$ cat config.mk
export PLATFORM = sky130hd
export DESIGN_NAME = multiexp_rd_arbiter
export DESIGN_NICKNAME = d
export VERILOG_FILES = /design/src/rtl/multiexp_rd_arbiter.sv
export SDC_FILE = /design/constraint.sdc
export NUM_CORES = 1
export LEC_CHECK = 0
export ABC_AREA = 1
export CORE_AREA = 4 4 686 688
export DETAILED_ROUTE_END_ITERATION = 16
export DIE_AREA = 0 0 690 692
export HOLD_SLACK_MARGIN = 0.03
export PLACE_DENSITY = 0.3
export SETUP_SLACK_MARGIN = 0.1
export SYNTH_ARGS = -nofsm -noshare
export SYNTH_HDL_FRONTEND = slang
export SYNTH_SLANG_ARGS = --single-unit
$ cat constraint.sdc
create_clock -name i_clk -period 3.1 [get_ports i_clk]
set_input_delay 0.93 -clock i_clk [delete_from_list [all_inputs] [get_ports i_clk]]
set_output_delay 0.93 -clock i_clk [all_outputs]
set_load 0.05 [all_outputs]
$ cat src/rtl/multiexp_rd_arbiter.sv
// multiexp_rd_arbiter: round-robin 2:1 AXI4 read arbiter with in-order tag FIFO for R routing
module multiexp_rd_arbiter #(
  parameter int ADDR_WIDTH      = 64,
  parameter int DATA_WIDTH      = 512,
  parameter int MAX_OUTSTANDING = 16
) (
  input  logic                               i_clk,
  input  logic                               i_rst,
  input  logic                               s0_arvalid,
  output logic                               s0_arready,
  input  logic [ADDR_WIDTH-1:0]              s0_araddr,
  input  logic [7:0]                         s0_arlen,
  output logic                               s0_rvalid,
  input  logic                               s0_rready,
  output logic [DATA_WIDTH-1:0]              s0_rdata,
  output logic                               s0_rlast,
  input  logic                               s1_arvalid,
  output logic                               s1_arready,
  input  logic [ADDR_WIDTH-1:0]              s1_araddr,
  input  logic [7:0]                         s1_arlen,
  output logic                               s1_rvalid,
  input  logic                               s1_rready,
  output logic [DATA_WIDTH-1:0]              s1_rdata,
  output logic                               s1_rlast,
  output logic                               m_arvalid,
  input  logic                               m_arready,
  output logic [ADDR_WIDTH-1:0]              m_araddr,
  output logic [7:0]                         m_arlen,
  input  logic                               m_rvalid,
  output logic                               m_rready,
  input  logic [DATA_WIDTH-1:0]              m_rdata,
  input  logic                               m_rlast,
  output logic [$clog2(MAX_OUTSTANDING):0]   o_outstanding
);
  localparam int PW = $clog2(MAX_OUTSTANDING);
  typedef enum logic {IDLE, ISSUE} state_t;
  state_t state, state_nx;
  logic last_grant, g, grant, ne, head, pop;
  logic [PW:0] count;
  logic [PW-1:0] wptr, rptr;
  logic [MAX_OUTSTANDING-1:0] tags;
  // grant decision and AR next state; full is the count MSB since depth is a power of two
  always_comb begin
    grant = state == IDLE && !count[PW] && (s0_arvalid || s1_arvalid);
    g = (s0_arvalid && s1_arvalid) ? ~last_grant : s1_arvalid;
    state_nx = state == IDLE ? (grant ? ISSUE : IDLE) : (m_arready ? IDLE : ISSUE);
  end
  assign s0_arready = grant & ~g;
  assign s1_arready = grant & g;
  assign m_arvalid = state == ISSUE;
  assign ne = count != '0;
  assign head = tags[rptr];
  assign s0_rvalid = m_rvalid & ne & ~head;
  assign s1_rvalid = m_rvalid & ne & head;
  assign m_rready = ne & (head ? s1_rready : s0_rready);
  assign s0_rdata = m_rdata;
  assign s1_rdata = m_rdata;
  assign s0_rlast = m_rlast;
  assign s1_rlast = m_rlast;
  assign pop = m_rvalid & m_rready & m_rlast;
  assign o_outstanding = count;
  // AR state, output address register, FIFO pointers and occupancy
  always_ff @(posedge i_clk) begin
    if (i_rst) begin
      state <= IDLE;
      last_grant <= 1'b1;
      m_araddr <= '0;
      m_arlen <= '0;
      wptr <= '0;
      rptr <= '0;
      count <= '0;
    end else begin
      state <= state_nx;
      if (grant) begin
        last_grant <= g;
        m_araddr <= g ? s1_araddr : s0_araddr;
        m_arlen <= g ? s1_arlen : s0_arlen;
        wptr <= wptr + 1'b1;
      end
      if (pop) rptr <= rptr + 1'b1;
      count <= count + (PW+1)'(grant) - (PW+1)'(pop);
    end
  end
  // tag storage needs no reset; occupancy alone decides validity
  always_ff @(posedge i_clk) if (grant) tags[wptr] <= g;
endmodule
Yosys cells after proc, flatten, opt, wreduce, memory -nomap -nowiden. Index checks and enable logic that the tools add are counted.

Add/subtract/negate cells: 4. Bitwise operators: 12. Reduce and logical (&&, ||, !) cells: 7. Muxes and demuxes: 12. Magnitude comparators: 3.

Operators by type and width (number): 64-bit two-way mux (1); 16-bit bitwise mux (1); 4-bit by 5-bit < comparator with 1-bit output, second input constant (2); 4-bit by 1-bit adder with 4-bit output, second input constant (2); 1-bit AND (8); 8-bit two-way mux (1); 1-bit two-way mux (7); 5-bit by 1-bit adder with 5-bit output (1); 5-bit nonzero test (1); 5-bit by 1-bit subtractor with 5-bit output (1); 1-bit binary-select mux with 4-bit select (1); 1-bit demux with 4-bit select (1); 4-bit by 1-bit >= comparator with 1-bit output, second input constant (1); 1-bit logical AND (4); 1-bit inverter (4); 1-bit logical NOT (1); 1-bit logical OR (1).

Output and inout bits: 1109. Word-level logic and storage cells: 46. Input port bits: 665. Register bits: 103.

Logic depth before layout (Yosys ltp). Gate-level depths: netlist of run 1.

Depth in word-level cells: 7. Gate-level depth with buffers: 20. Mapped depth without buffers: 19.

Worst setup path before layout of run 1. No wires, ideal clock.

Path kind: register -> output. From: register count[2], in the netlist o_outstanding[2]. To: output port s1_rvalid. Required time: 2170 ps. Stages on the path, launching flop included: 7. Data arrival time: 2061 ps. Setup slack: 109 ps. Path buffers: 0. Path through: dfxtp_1 -> inv_1 -> ha_1 -> nor4b_1 -> nor2_1 -> inv_1 -> a21oi_1.

Cells in the longest elaborated chain, start to end: 3.

Ends and longest elaborated chain: start, declared (RTL line 39) `logic [PW:0] count;`; start signal, assigned (RTL line 81) `count <= count + (PW+1)'(grant) - (PW+1)'(pop);`; 5-bit nonzero test (RTL line 51) `assign ne = count != '0;`; 1-bit AND (2 in series) (RTL line 54) `assign s1_rvalid = m_rvalid & ne & head;`; end, declared (RTL line 21) `output logic s1_rvalid,`.

No other way between the ends.

Final worst setup path of run 1.
From: input port m_rvalid. To: output port s1_rvalid.

Cells in the longest elaborated chain, start to end: 2.

Ends and longest elaborated chain: start, declared (RTL line 29) `input logic m_rvalid,`; 1-bit AND (2 in series) (RTL line 54).

No other way between the ends.

==> out/metrics.cfg, run 1 <==
[detailed_routing]
vias=8162
routed_via_density=1.16
wl_mm=280
drc_errors=0
antenna_left=0
drt_iter0_markers=568
routedWlPerCell_um=39.6
dr.pass1.iters=7

[placement]
post-place-ws_ps=-945
dp.cells=7017
dp_hpwl_mm=263
io_buffers=237
place.gp.congestion=0.743

[yosys]
ys_ff_latch=103
synth_area_leaders=buf_4 (63%), dfxtp_1 (14%), nand2_1 (7.8%)
synth_cell_types=29
synth_warnings=0
syn_area_per_cell_sq_um=7.56
netlist_area_sq_um=12200
yosysTopAreaCell=buf_4
synth_top_area_share_pct=63.1
syn_inst=1619
yosysSeqAreaShare_pct=18.2
syn_nets=2296

[cts]
cts_tree=built
cts_root_buffer=clkbuf_16
cts-buffers-inserted=13
clk_pin_slew_worst_paths_ps=70
h-tree-depth=3
cts.path.max_buffers=3
hold_buffers=0
clk_latency_ps=580
cts_sinks=103

[min_path]
hp-class=register to register

[global_routing]
grt_pass1_wl_mm=301
grt_pass1_vias=8049
grtUsageTotal_pct=11.3
overflow=0
grt_max_degree=73
antenna_found_initial=23

[layout]
final_cell_count_no_fill=7056
fill_cells=55328
drive_gt1_share_pct=15.0
fin_util_pct=3.39
nNetsFinal=1553
synthToLayoutAreaGrowth_pct=28.5

[run_status]
outcome=finished clean

[critical_path]
rrSetupSlack_ps=160
cp_max_fo=2
startpoint_type=primary input
crit_type=primary input to output port
cp-end-kind=output port
arrival_ps=2150
required_ps=2170

[timing]
rsz0062_at_grt=yes
setup_viol_count_final=0
fin_crit_sh_pct=99.4
clock_skew_ps=76.4
fin_crit_ps=3080
timing.final.hold_violations=0
holdWs_ps=489
timing.slew.headroom_pct=57.7
max_freq_mhz=324
final.setup.worst_slack_ps=18.3
worst_pin_slew_ps=632
drv_slew=0

[floorplan]
initial_utilization_pct=2.64
die-area_sq_um=477000
rows=250
coreArea_sq_um=464000
die_w_um=690
die_h_um=692
ios=1774

[power]
ir_worst_vdd_mv=0.273
power_density_nw_per_um2=464
power.leakage_uw=0.00322

[run]
cap_violations=0

## logic make-up after synthesis
kind of cell	Yosys count	share of synthesized area, %
buf+inv	1096	65.4
simple gates	311	10.2
flops	103	18.2
compound gates	94	4.71
fa+ha+maj	12	1.29
xor+xnor	3	0.215
## flip-flops by register name, summed over array words and instances (netlist names)
name / flops
wptr: 4
rptr: 4
tags: 16
m_araddr: 64
o_outstanding: 5
last_grant: 1
m_arlen: 8
m_arvalid: 1
## metrics by stage
| step | power [uW] | cell area (sq um) | setup TNS, ps |
|---|---|---|---|
| floorplan | 7020 | 12200 | 0 |
| global placement | 5340 | 15000 | -53950 |
| detailed placement | 5290 | 15000 | -53690 |
| CTS | 7510 | 15600 | -117 |
| global route | 7850 | 15700 | -213 |
| finish | 7300 | 15700 | 0 |
## routing by layer
metal / wire (um) / up-vias / GRT usage (%) / part of all wire, %
li1: - / 2503 / - / -
met2: 107000 / 2185 / 15.1 / 38
met5: 1530 / - / 2.66 / 0.55
met1: 45800 / 3201 / 5.21 / 16
met3: 118000 / 237 / 22.7 / 42
met4: 7630 / 36 / 2.65 / 2.7
## placed cells by master (no fill, tap or decap), types with 2 or more instances in the layout
cell type	count
diode_2	4
nand3_4	3
a31oi_1	72
a21oi_1	11
nand2_2	8
nand3_2	5
inv_2	4
o21ai_0	5
xor2_1	3
nand2_1	248
nor2_1	26
inv_8	2
ha_4	2
buf_6	6
clkinvlp_4	2
dfxtp_1	85
nand2_4	2
ha_1	9
edfxtp_1	16
clkdlybuf4s50_1	222
buf_4	49
clkbuf_16	15
buf_12	15
nand3_1	10
dlymetal6s2s_1	2
nor2_4	4
inv_1	31
dlygate4sd2_1	2
## report_power, final
| part | switching, uW | internal, uW |
|---|---|---|
| Sequential | 164 | 1610 |
| Clock | 905 | 821 |
| Combinational | 2380 | 1420 |
## layout make-up
cell class	instances	area [sq um]	share of cell area [%]
inverter	38	165	1.05
timing repair inverter	1	11.3	0.0716
antenna	4	10.0	0.0636
clock inverter	3	23.8	0.151
sequential	103	2230	14.2
timing repair buffer	299	3060	19.5
multi-input combinational	420	2160	13.7
clock buffer	14	350	2.23
tap	6174	7720	49.1
## Yosys cell counts (all sizes together)
| library cell | count |
|---|---|
| o21a | 1 |
| a211oi | 1 |
| nor2 | 31 |
| edfxtp | 16 |
| o21ai | 7 |
| dfxtp | 87 |
| xor2 | 3 |
| buf | 1044 |
| clkbuf | 14 |
| a31oi | 72 |
| nand3 | 18 |
| inv | 38 |
| fa | 1 |
| nand2 | 258 |
| nor4b | 1 |
| nand3b | 1 |
| a21oi | 13 |
| nor3 | 2 |
| ha | 11 |
## what timing repair did
item | 4_1_cts | 5_1_grt
cloned | 2 | 1
endpoints found under the hold margin | 0 | 0
gates resized for setup | 31 | 27
setup endpoints to repair | 30 | 6
pin swaps | 11 | 14
buffers inserted | 11 | 4
## worst max-delay path: stages
cell	delay, ps
clkdlybuf4s50_1	490
inv_1	90
nor2_4	90
buf_4	120
inv_2	40
a21oi_2	100
buf_4	130
buf_12	130
## worst paths after layout
path / startpoint / end / cells past startpoint
worst min-delay path: m_araddr[5] / m_araddr[5] / 2
worst max-delay path: m_rvalid / s1_rvalid / 8
worst min register to register: m_araddr[5] / m_araddr[5] / 2
worst max register to register: rptr[0] / o_outstanding[4] / 21
No activity file was read; power rests on OpenSTA's default activity.
==> run 2: changes to the inputs <==
Settings changed: ABC_AREA 1 to not set, CORE_AREA 4 4 686 688 to 4 4 696 698, CTS_CLUSTER_SIZE set to 12, DIE_AREA 0 0 690 692 to 0 0 700 702.
==> run 2 against run 1 <==
The run now ends with setup timing left; routed wire length grew 6.5%; count of clock-buffer cells in the layout stayed put; maximum frequency decreased by 7.7%; largest power group unchanged; total power shrank 5.4%; sequential share of layout area about the same; first-iteration DRC count down 5.5%; utilization down 0.11 points.
==> out/metrics.cfg, run 2 <==
[cts]
cts_sinks=103  ; unchanged
cts_tree=built
hold_buffers=0  ; unchanged
clk_pin_slew_worst_paths_ps=80  ; about the same
clk_latency_ps=560  ; -20 ps
h-tree-depth=3  ; unchanged
cts-buffers-inserted=13  ; unchanged
cts_root_buffer=clkbuf_16
cts.path.max_buffers=3  ; unchanged

[critical_path]
required_ps=2170  ; about the same
cp-end-kind=output port
rrSetupSlack_ps=-170  ; -330 ps
r2r-end=o_outstanding[4]
arrival_ps=2410  ; +260 ps
r2r_cells=16  ; -24%
cp_max_fo=6  ; +4
startpoint_type=register
reg2reg_from=rptr[0]
crit_type=register to output port

[layout]
layout_common_cells=clkdlybuf4s50_1 (220), dfxtp_1 (83), nand2_1 (81)
reg.largest.list=m_araddr x64, tags x16, m_arlen x8
largest_reg_flops=64  ; unchanged
drive_gt1_share_pct=15.1  ; +0.10 points
final_cell_count_no_fill=7156  ; +1.4%
fill_cells=57094  ; +3.2%
final_common_cell=clkdlybuf4s50_1
synthToLayoutAreaGrowth_pct=30.0
nNetsFinal=1415  ; -8.9%
top_register=m_araddr

[detailed_routing]
wl_mm=298  ; +6.5%
drt_iter0_markers=537  ; -5.5%
antenna_left=0  ; unchanged
drc_errors=0  ; unchanged
dr.pass1.iters=5  ; -2
routed_via_density=1.10  ; -5.2%
routedWlPerCell_um=41.6  ; +5.0%
vias=7851  ; -3.8%

[timing]
setup_viol_count_final=4  ; +4
max_freq_mhz=300  ; -7.7%
timing.final.hold_violations=0  ; unchanged
fin_crit_sh_pct=108  ; +8.3 points
fin_crit_ps=3340  ; +257 ps
rsz0062_at_grt=yes
drv_slew=0  ; unchanged
timing.slew.headroom_pct=36.4  ; -21 points
worst_pin_slew_ps=954  ; +322 ps
clock_skew_ps=43.4  ; -33.0 ps
final.setup.worst_slack_ps=-239  ; -257 ps
holdWs_ps=454  ; -35.2 ps

[floorplan]
die-area_sq_um=491000  ; +2.9%
rows=254  ; +1.6%
die_h_um=702  ; +1.4%
die_w_um=700  ; +1.4%
initial_utilization_pct=2.53  ; -0.11 points
ios=1774  ; unchanged
coreArea_sq_um=478000  ; +3.1%

[global_routing]
overflow=0  ; unchanged
antenna_found_initial=52  ; +130%
grtUsageTotal_pct=11.6  ; +0.36 points
grt_pass1_vias=7470  ; -7.2%
grt_max_degree=59  ; -19%
grt_pass1_wl_mm=316  ; +4.9%

[placement]
place.gp.congestion=0.703  ; -5.4%
io_buffers=237  ; unchanged
dp.cells=7113  ; +1.4%
dp_hpwl_mm=282  ; +7.3%

[yosys]
yosysTopAreaCell=buf_4
syn_nets=2180  ; -5.1%
async_flop_share_pct=0  ; unchanged
synth_warnings=0  ; unchanged
syn_area_per_cell_sq_um=8.05  ; +6.4%
netlist_area_sq_um=12100  ; -1.2%
synth_edf_count=16  ; unchanged
synth_area_leaders=buf_4 (64%), dfxtp_1 (14%), a22oi_1 (4.5%)
ys.flop_type=dfxtp_1
yosysSeqAreaShare_pct=18.4  ; +0.22 points
ys_top_cells_by_count=buf_4 (1026), dfxtp_1 (87), nand2_1 (81), a21oi_1 (78), a22oi_1 (72)
synth_cell_types=42  ; +45%
synthMostInstantiatedCell=buf_4
syn_inst=1503  ; -7.2%
synth_top_area_share_pct=63.7  ; +0.58 points
ys_ff_latch=103  ; unchanged

[min_path]
hold_path_depth=2  ; unchanged
worstHoldStart=m_araddr[1]
holdPathEnd=m_araddr[1]
hp-class=register to register

[power]
p_int_uw=3810  ; -1.1%
ir_worst_vdd_mv=0.249  ; -8.8%
pwr-share-clk_pct=26.0  ; +2.4 points
switching_power_uw=3100  ; -10%
power_density_nw_per_um2=439  ; -5.4%
power.leakage_uw=0.00291  ; -9.6%
p_seq_share_pct=25.5  ; +1.2 points
combPwrFrac_pct=48.4  ; -3.7 points
swShare_pct=44.8  ; -2.4 points

[run]
cap_violations=0  ; unchanged

[run_status]
violations=setup timing
outcome=complete, but fails checks

## run 2: logic make-up after synthesis
family / count (synthesis) / share of synthesized area [%]
fa+ha+maj: 12 / 1.30
simple gates: 134 / 4.71
mux: 14 / 1.53
flops: 103 / 18.4
compound gates: 159 / 8.29
buf+inv: 1075 / 65.4
xor+xnor: 6 / 0.435
## run 2: critical path, stage by stage (launching register included)
cell and delay (ps):
dfxtp_4 420, mux4_2 530, a22oi_2 270, nand2_4 80, buf_6 130, mux2i_1 120, nor2_2 140, buf_12 160
## run 2: power by group through the flow
stage                     registers [uW]  logic (uW)  clock network, uW
final                               1760        3340               1800
after global routing                1790        3650               1970
after CTS                           1760        3390               1990
after detailed placement            1780        3250                  0
after global placement              1780        3250                  0
after floorplan                     2450        4520                  0
## run 2: what timing repair did
| action | 4_1_cts | 5_1_grt |
|---|---|---|
| pin swaps | 10 | 11 |
| endpoints found under the setup margin | 9 | 7 |
| gates resized for setup | 22 | 15 |
| buffers inserted | 8 | 4 |
## run 2: layout make-up
type / instances / area (sq um) / share of cell area, %
tap: 6400 / 8010 / 50.9
timing repair buffer: 283 / 2910 / 18.5
sequential: 103 / 2230 / 14.2
multi-input combinational: 325 / 2090 / 13.3
clock buffer: 14 / 329 / 2.09
clock inverter: 3 / 68.8 / 0.438
inverter: 12 / 50.0 / 0.318
antenna: 16 / 40.0 / 0.255
## run 2: worst max-delay path by stage
stage / startpoint / endpoint / slack [ps] / depth (start not counted)
2_1_floorplan: s1_arvalid / s1_arready / 70 / 3
3_3_place_gp: m_rlast / o_outstanding[4] / -530 / 16
3_5_place_dp: m_rlast / o_outstanding[4] / -500 / 16
4_1_cts: rptr[0] / m_rready / -390 / 7
5_1_grt: rptr[0] / m_rready / -370 / 7
6_report: rptr[0] / m_rready / -240 / 7
## run 2: metal layers
layer	track usage, %	up-vias	wire (um)
li1	-	2229	-
met2	16.7	2248	121000
met3	23.1	293	124000
met4	2.86	57	8770
met5	3.22	-	2350
met1	4.59	3024	42000
## run 2: stage by stage
stage	util (%)	TNS, ps	setup WS (ps)	cell area (sq um)	total power [uW]
floorplan	-	0	66.8	12100	6970
global placement	3.15	-12020	-528	15100	5030
detailed placement	3.15	-14380	-499	15100	5030
CTS	3.26	-1200	-386	15600	7150
global route	3.28	-1260	-370	15700	7410
finish	3.29	-633	-239	15700	6900
==> run 3: changes to the inputs <==
Settings changed: HOLD_SLACK_MARGIN 0.03 to not set.
==> results of run 3 <==
No change in the layout: final DEF, timing and power equal those of run 2.
